$ cat src/rtl/reg_xfer_ctrl.sv
// reg_xfer_ctrl: initiator for the reg_file read/write port.
// Accepts one LOAD / MOV / XCHG / CLR command at a time. It then drives the
// reg_r / reg_w strobes, the selects and the write data, one cycle at a time.
module reg_xfer_ctrl #(
    parameter logic [7:0] SEL_AL = 8'h00,
    parameter logic [7:0] SEL_BL = 8'h01,
    parameter logic [7:0] SEL_CL = 8'h02,
    parameter logic [7:0] SEL_DL = 8'h03
) (
    input  logic       clk,
    input  logic       reset,
    input  logic       cmd_valid,
    output logic       cmd_ready,
    input  logic [1:0] cmd_op,
    input  logic [7:0] cmd_src,
    input  logic [7:0] cmd_dst,
    input  logic [7:0] cmd_imm,
    output logic       done,
    output logic       err,
    output logic [7:0] rd_data,
    output logic       reg_r,
    output logic [7:0] reg_r_select,
    input  logic [7:0] reg_r_line,
    output logic       reg_w,
    output logic [7:0] reg_w_select,
    output logic [7:0] reg_w_line
);

    localparam logic [2:0] ST_IDLE = 3'd0;
    localparam logic [2:0] ST_RD_A = 3'd1;
    localparam logic [2:0] ST_RD_B = 3'd2;
    localparam logic [2:0] ST_WR_A = 3'd3;
    localparam logic [2:0] ST_WR_B = 3'd4;
    localparam logic [2:0] ST_FIN  = 3'd5;

    localparam logic [1:0] OP_LOAD = 2'b00;
    localparam logic [1:0] OP_MOV  = 2'b01;
    localparam logic [1:0] OP_XCHG = 2'b10;
    localparam logic [1:0] OP_CLR  = 2'b11;

    logic [2:0] state_q, state_d;
    logic [1:0] op_q, op_d;
    logic [7:0] src_q, src_d;
    logic [7:0] dst_q, dst_d;
    logic [7:0] imm_q, imm_d;
    logic [7:0] tmp_a_q, tmp_a_d;
    logic [7:0] tmp_b_q, tmp_b_d;
    logic [7:0] rd_data_q, rd_data_d;
    logic       err_q, err_d;

    logic       accept;
    logic       uses_src;
    logic       cmd_ok;

    function automatic logic sel_ok(input logic [7:0] s);
        return (s == SEL_AL) || (s == SEL_BL) || (s == SEL_CL) || (s == SEL_DL);
    endfunction

    // Handshake and command validation; src only matters for MOV and XCHG.
    always_comb begin
        cmd_ready = (state_q == ST_IDLE) && !reset;
        accept    = cmd_valid && cmd_ready;
        uses_src  = (cmd_op == OP_MOV) || (cmd_op == OP_XCHG);
        cmd_ok    = sel_ok(cmd_dst) && (!uses_src || sel_ok(cmd_src));
    end

    // Next-state logic: command latch, sequencing and read-data capture.
    always_comb begin
        state_d   = state_q;
        op_d      = op_q;
        src_d     = src_q;
        dst_d     = dst_q;
        imm_d     = imm_q;
        tmp_a_d   = tmp_a_q;
        tmp_b_d   = tmp_b_q;
        rd_data_d = rd_data_q;
        err_d     = err_q;
        case (state_q)
            ST_IDLE: begin
                if (accept) begin
                    op_d  = cmd_op;
                    src_d = cmd_src;
                    dst_d = cmd_dst;
                    imm_d = cmd_imm;
                    err_d = !cmd_ok;
                    if (!cmd_ok) begin
                        state_d = ST_FIN;
                    end else if ((cmd_op == OP_LOAD) || (cmd_op == OP_CLR)) begin
                        state_d = ST_WR_A;
                    end else begin
                        state_d = ST_RD_A;
                    end
                end
            end
            ST_RD_A: begin
                tmp_a_d   = reg_r_line;
                rd_data_d = reg_r_line;
                state_d   = (op_q == OP_XCHG) ? ST_RD_B : ST_WR_A;
            end
            ST_RD_B: begin
                tmp_b_d   = reg_r_line;
                rd_data_d = reg_r_line;
                state_d   = ST_WR_A;
            end
            ST_WR_A: begin
                state_d = (op_q == OP_XCHG) ? ST_WR_B : ST_FIN;
            end
            ST_WR_B: begin
                state_d = ST_FIN;
            end
            ST_FIN: begin
                state_d = ST_IDLE;
            end
            default: begin
                state_d = ST_IDLE;
            end
        endcase
    end

    // Port drive: strobes, selects and data are only non-zero in their own state.
    always_comb begin
        reg_r        = 1'b0;
        reg_r_select = 8'h00;
        reg_w        = 1'b0;
        reg_w_select = 8'h00;
        reg_w_line   = 8'h00;
        done         = 1'b0;
        err          = 1'b0;
        case (state_q)
            ST_RD_A: begin
                reg_r        = 1'b1;
                reg_r_select = src_q;
            end
            ST_RD_B: begin
                reg_r        = 1'b1;
                reg_r_select = dst_q;
            end
            ST_WR_A: begin
                reg_w        = 1'b1;
                reg_w_select = dst_q;
                if (op_q == OP_LOAD) begin
                    reg_w_line = imm_q;
                end else if (op_q == OP_CLR) begin
                    reg_w_line = 8'h00;
                end else begin
                    reg_w_line = tmp_a_q;
                end
            end
            ST_WR_B: begin
                reg_w        = 1'b1;
                reg_w_select = src_q;
                reg_w_line   = tmp_b_q;
            end
            ST_FIN: begin
                done = 1'b1;
                err  = err_q;
            end
            default: begin
            end
        endcase
    end

    assign rd_data = rd_data_q;

    // State registers; reset abandons any in-flight command.
    always_ff @(posedge clk) begin
        if (reset) begin
            state_q   <= ST_IDLE;
            op_q      <= OP_LOAD;
            src_q     <= 8'h00;
            dst_q     <= 8'h00;
            imm_q     <= 8'h00;
            tmp_a_q   <= 8'h00;
            tmp_b_q   <= 8'h00;
            rd_data_q <= 8'h00;
            err_q     <= 1'b0;
        end else begin
            state_q   <= state_d;
            op_q      <= op_d;
            src_q     <= src_d;
            dst_q     <= dst_d;
            imm_q     <= imm_d;
            tmp_a_q   <= tmp_a_d;
            tmp_b_q   <= tmp_b_d;
            rd_data_q <= rd_data_d;
            err_q     <= err_d;
        end
    end

endmodule
$ cat config.mk
export PLATFORM = sky130hd
export DESIGN_NAME = reg_xfer_ctrl
export DESIGN_NICKNAME = d
export VERILOG_FILES = /design/src/rtl/reg_xfer_ctrl.sv
export SDC_FILE = /design/constraint.sdc
export NUM_CORES = 1
export LEC_CHECK = 0
export CORE_ASPECT_RATIO = 0.75
export CORE_MARGIN = 2
export CORE_UTILIZATION = 43
export DETAILED_ROUTE_END_ITERATION = 8
export PLACE_DENSITY = 0.85
export SLEW_MARGIN = 5
export SYNTH_ARGS = -nofsm -noshare
export SYNTH_HDL_FRONTEND = slang
export SYNTH_SLANG_ARGS = --single-unit
$ cat constraint.sdc
create_clock -name clk -period 1.55 [get_ports clk]
set_input_delay 0.155 -clock clk [delete_from_list [all_inputs] [get_ports clk]]
set_output_delay 0.155 -clock clk [all_outputs]
set_load 0.02 [all_outputs]
# Yosys cells after proc, flatten, opt, wreduce, memory -nomap -nowiden
# Index checks and enable logic that the tools add are counted.
[totals] regBits=54 input_bits=37 wordCells=64
[op_classes] eq_ne=17 mux=15 reduce_logical=23
[op_table] op="8-bit case mux with 2 select lines" count=3
[op_table] op="8-bit by 2-bit == test with 1-bit output (second input constant)" count=4
[op_table] op="8-bit by 1-bit == test with 1-bit output (second input constant)" count=2
[op_table] op="8-bit zero test" count=2
[op_table] op="8-bit two-way mux" count=2
[op_table] op="3-bit case mux with 5 select lines" count=1
[op_table] op="1-bit logical OR" count=9
[op_table] op="2-bit == test (second input constant)" count=4
[op_table] op="3-bit by 2-bit == test with 1-bit output (second input constant)" count=2
[op_table] op="3-bit == test (second input constant)" count=2
[op_table] op="1-bit two-way mux" count=6
[op_table] op="3-bit two-way mux" count=2
[op_table] op="2-bit zero test" count=2
[op_table] op="2-bit OR reduction" count=2
[op_table] op="3-bit by 1-bit == test with 1-bit output (second input constant)" count=1
[op_table] op="1-bit logical AND" count=3
[op_table] op="1-bit zero test" count=3
[op_table] op="3-bit zero test" count=1
[op_table] op="2-bit by 1-bit == test with 1-bit output (second input constant)" count=1
[op_table] op="2-bit two-way mux" count=1
[op_table] op="2-bit != test (second input constant)" count=1
[op_table] op="2-bit AND reduction" count=1

# Logic depth before layout (Yosys ltp)
[depth] word_depth=9 depth_mapped=5

# Least setup slack after synthesis
# OpenSTA, ideal clock, no wires.
[synth_path] path_kind="reg-to-output" start="register state_q[2]" end="output err" t_arrival_ns=1.573 required_ns=1.395 setup_slack_ns=-0.178 stages_incl_launch_ff=5 path_buffers=1 cell_sequence="dfxtp_1 > buf_4 > clkinv_1 > nor3b_1 > and2_1"
[synth_between] elab_chain_len=2
[synth_lines] item="start, declared" line_no="41" source="logic [2:0] state_q, state_d;"
[synth_lines] item="start signal, assigned" line_no="178" source="state_q <= state_d;"
[synth_lines] item="3-bit == test" line_no="129" source="case (state_q)"
[synth_lines] item="1-bit two-way mux" line_no="129"
[synth_lines] item="end, declared" line_no="19" source="output logic err,"
# Every way passes these cells.

# Worst setup path in the final report
[layout_path] start="register state_q[2]" end="output reg_w_select[3]"
[layout_between] elab_chain_len=2
[layout_lines] item="3-bit == test or 3-bit by 2-bit == test with 1-bit output (tied branches)" line_no="129"
[layout_lines] item="8-bit case mux with 2 select lines *" line_no="129"
[layout_lines] item="end, declared" line_no="25" source="output logic [7:0] reg_w_select,"
# Every way passes the cells marked *; elsewhere a longest branch is shown, timed or not.

==> run metrics <==
status complete, but fails checks; failing checks setup timing; met1 usage 0.2983; Post-Syn Area 2691 µm²; antenna violations before repair 0; post-synthesis simple-gate area fraction 0.1920; Register Area 1097 µm²; #FFs+latches synth 54; Chip Width 95.35 µm; Post-Syn Instances 284; CTS Buffer Depth 2; final worst path period need 1.681 ns; CP endpoint kind output port; CTS Sinks 54; Ports 74; starting density of the core 0.4549; mux cell area share after synthesis 0.1623; largest net degree at the start of global routing 52; Worst Path Arrival 1.53 ns; 1st-pass router iterations 4; post-synthesis sequential area ratio 0.4017; RSZ-0062 raised after global routing yes; # port buffers 73; worst setup margin -0.1308 ns; most frequent cells in the layout 49 x dfxtp_1, 44 x clkdlybuf4s50_1, 39 x nand2_1, 34 x buf_6, 30 x buf_4; Syn Nets roughly 320; worst slack at placement -0.2924 ns; GR Layer Usage met2 0.3693; placer congestion estimate between 0.8 and 0.9; vias in the first global route 2535; root buf cell clkbuf_8; Most Crowded Layer GR met2; max incr delay on CP 0.41 ns; Post-Route Skew between 0.008 and 0.009 ns; initial DRC count 269; Slew Limit Fails 0; FILL cells 444; fin crit share 1.084; PwrDens between 1000 and 1500 nW/µm²; TritonCTS Buffers 5; CTS tree done; Row Count 24; number of max-cap violations 0; syn_area_per_cell 9.477 µm²; routed vias 2549; CP Max Fanout 7; Worst-path clk slew ~0.10 ns; CP Cell Sequence and3b_2 -> buf_12 -> a22o_1 -> buf_2; XOR/XNOR share of the synthesized area 0.009763; adder-cell share of the synthesized area 0; Clock Latency Late Sink ~0.32 ns; Total Neg Setup Slack -4.920 ns; post-route non-filler standard cell count between 400 and 500; Worst-Margin Slew 0.5290 ns; Compound-Gate Fraction of Synth Area 0.1846; largest family of logic cells by synthesized area simple AND/OR/NAND/NOR gates; FMAX 594.9 MHz; GRT overflow 0; layout cell share with drive strength beyond 1 0.3325; slew margin rel. 0.6473; final WL just under 8 mm; Peak VDD IR 0.6023 mV; Routed Antenna Nets 0; # DRC 0; Detailed Place HPWL around 5.3 mm; Die ar. 6914 µm²; post-placement cell count 447; final hold violation count 0; count of cell types in the netlist 39; worst hold path type input port to flip-flop; Worst setup SP type flip-flop; core area 5916 µm²; M3 GR Usage 0.05400; commonest non-fill, non-tap cell in the layout dfxtp_1; Worst EP required 1.39 ns; wire per inst 16.95 µm; hold_ws 0.4427 ns; hold buffer count at cts 0; Tot GR Track Use 0.2230; Crit Path Class flip-flop to output port; Overall Power 4.741 mW; H-tree levels 2; multi-input combinational cell area 1548 µm²; # diodes 0; Final Setup Violations 51; Final Cell Area approximately 4100 µm²; Leak 1.692 nW; Cell Area, Placed 3696 µm²; Layout Area Growth over Synthesis 51.46%; Die Ht 72.52 µm; drt via density between 5 and 6; Ys Warns 0; # nets final 424; first-pass GRT wire length 12.10 mm; Util after Layout 0.6891; crit path max-delay cell type dfxtp_4
==> worst max-delay path, delay by kind of cell (launching register included) <==
kind	cells	cell delay [ns]
AO/OA/AOI/OAI	1	0.23
flip-flops	1	0.41
buffers and inverters	2	0.31
AND/OR/NAND/NOR	1	0.27
==> metal layers <==
metal | vias up | routed length [µm]
li1 | 1218 | -
met1 | 1242 | 3560
met2 | 83 | 3857
met3 | 6 | 430
met4 | 0 | 49
met5 | - | 0
==> sequential cells by signal, indices dropped and copies added (netlist names) <==
name / flops
tmp_b_q: 8
err_q: 1
tmp_a_q: 8
state_q: 3
src_q: 8
dst_q: 8
rd_data: 8
op_q: 2
imm_q: 8
==> report_power, final <==
group	switching (mW)	internal (mW)
logic	0.913	1.04
registers	0.181	1.61
clock network	0.500	0.490
==> path summary, 6_finish.rpt <==
kind | startpoint | end | slack (ns) | depth (start not counted)
min reg2reg | tmp_b_q[6] | tmp_b_q[6] | 0.47 | 2
min | cmd_dst[1] | dst_q[1] | 0.44 | 2
max reg2reg | state_q[2] | imm_q[3] | -0.13 | 6
max | state_q[2] | reg_w_select[3] | -0.13 | 4
==> repair_timing <==
item / in CTS / in global routing
pin swaps: 7 / 13
resized for setup: 170 / 30
buffers inserted: 6 / 2
setup endpoints to repair: 62 / 77
gates cloned: 1 / 3
==> cell type report <==
type / instances / area share
clock buffer: 5 / 0.01688
clock inverter: 3 / 0.01166
inverter: 5 / 0.004604
multi-input combinational: 204 / 0.3797
sequential: 54 / 0.2692
tap: 78 / 0.02394
timing repair buffer: 117 / 0.2940
==> kinds of logic (layout without fill, tap and decap cells) <==
logic type | count (synthesis) | in the layout
and+or+nand+nor | 94 | 94
AOI/OAI and AO/OA | 74 | 74
DFF | 54 | 54
buffers and inverters | 26 | 130
xor gates and xnor gates | 3 | 3
muxes | 33 | 33
==> synthesized netlist by cell type <==
| cell type | instances | share of area |
|---|---|---|
| or3b_2 | 2 | 0.0065 |
| mux2i_1 | 8 | 0.030 |
| nor3b_2 | 3 | 0.014 |
| a22oi_1 | 1 | 0.0028 |
| nor2b_1 | 26 | 0.060 |
| a21oi_1 | 25 | 0.046 |
| inv_1 | 4 | 0.0056 |
| nor3b_1 | 1 | 0.0028 |
| buf_4 | 4 | 0.011 |
| buf_2 | 5 | 0.0093 |
| and3b_1 | 1 | 0.0033 |
| nand2_4 | 1 | 0.0042 |
| nor2_1 | 4 | 0.0056 |
| o21ai_0 | 9 | 0.017 |
| or4_1 | 1 | 0.0028 |
| nor3_1 | 1 | 0.0019 |
| a21o_1 | 1 | 0.0028 |
| clkbuf_1 | 10 | 0.014 |
| xor2_1 | 1 | 0.0033 |
| nor4_4 | 1 | 0.0079 |
| mux2_2 | 5 | 0.021 |
| and2_1 | 2 | 0.0046 |
| a22o_1 | 24 | 0.078 |
| nand2_1 | 39 | 0.054 |
| a41oi_1 | 1 | 0.0033 |
| a211oi_1 | 1 | 0.0028 |
| buf_6 | 2 | 0.0084 |
| xnor2_1 | 2 | 0.0065 |
| o2111ai_1 | 1 | 0.0033 |
| o2bb2ai_1 | 2 | 0.0065 |
| nor4_1 | 2 | 0.0046 |
| nand3_1 | 9 | 0.017 |
| dfxtp_1 | 54 | 0.40 |
| mux2_4 | 20 | 0.11 |
| a31oi_1 | 2 | 0.0046 |
| nand4_1 | 1 | 0.0023 |
| clkinv_1 | 1 | 0.0014 |
| o22ai_1 | 6 | 0.014 |
| a31o_2 | 1 | 0.0033 |
Power figures use the tool's default switching activity.
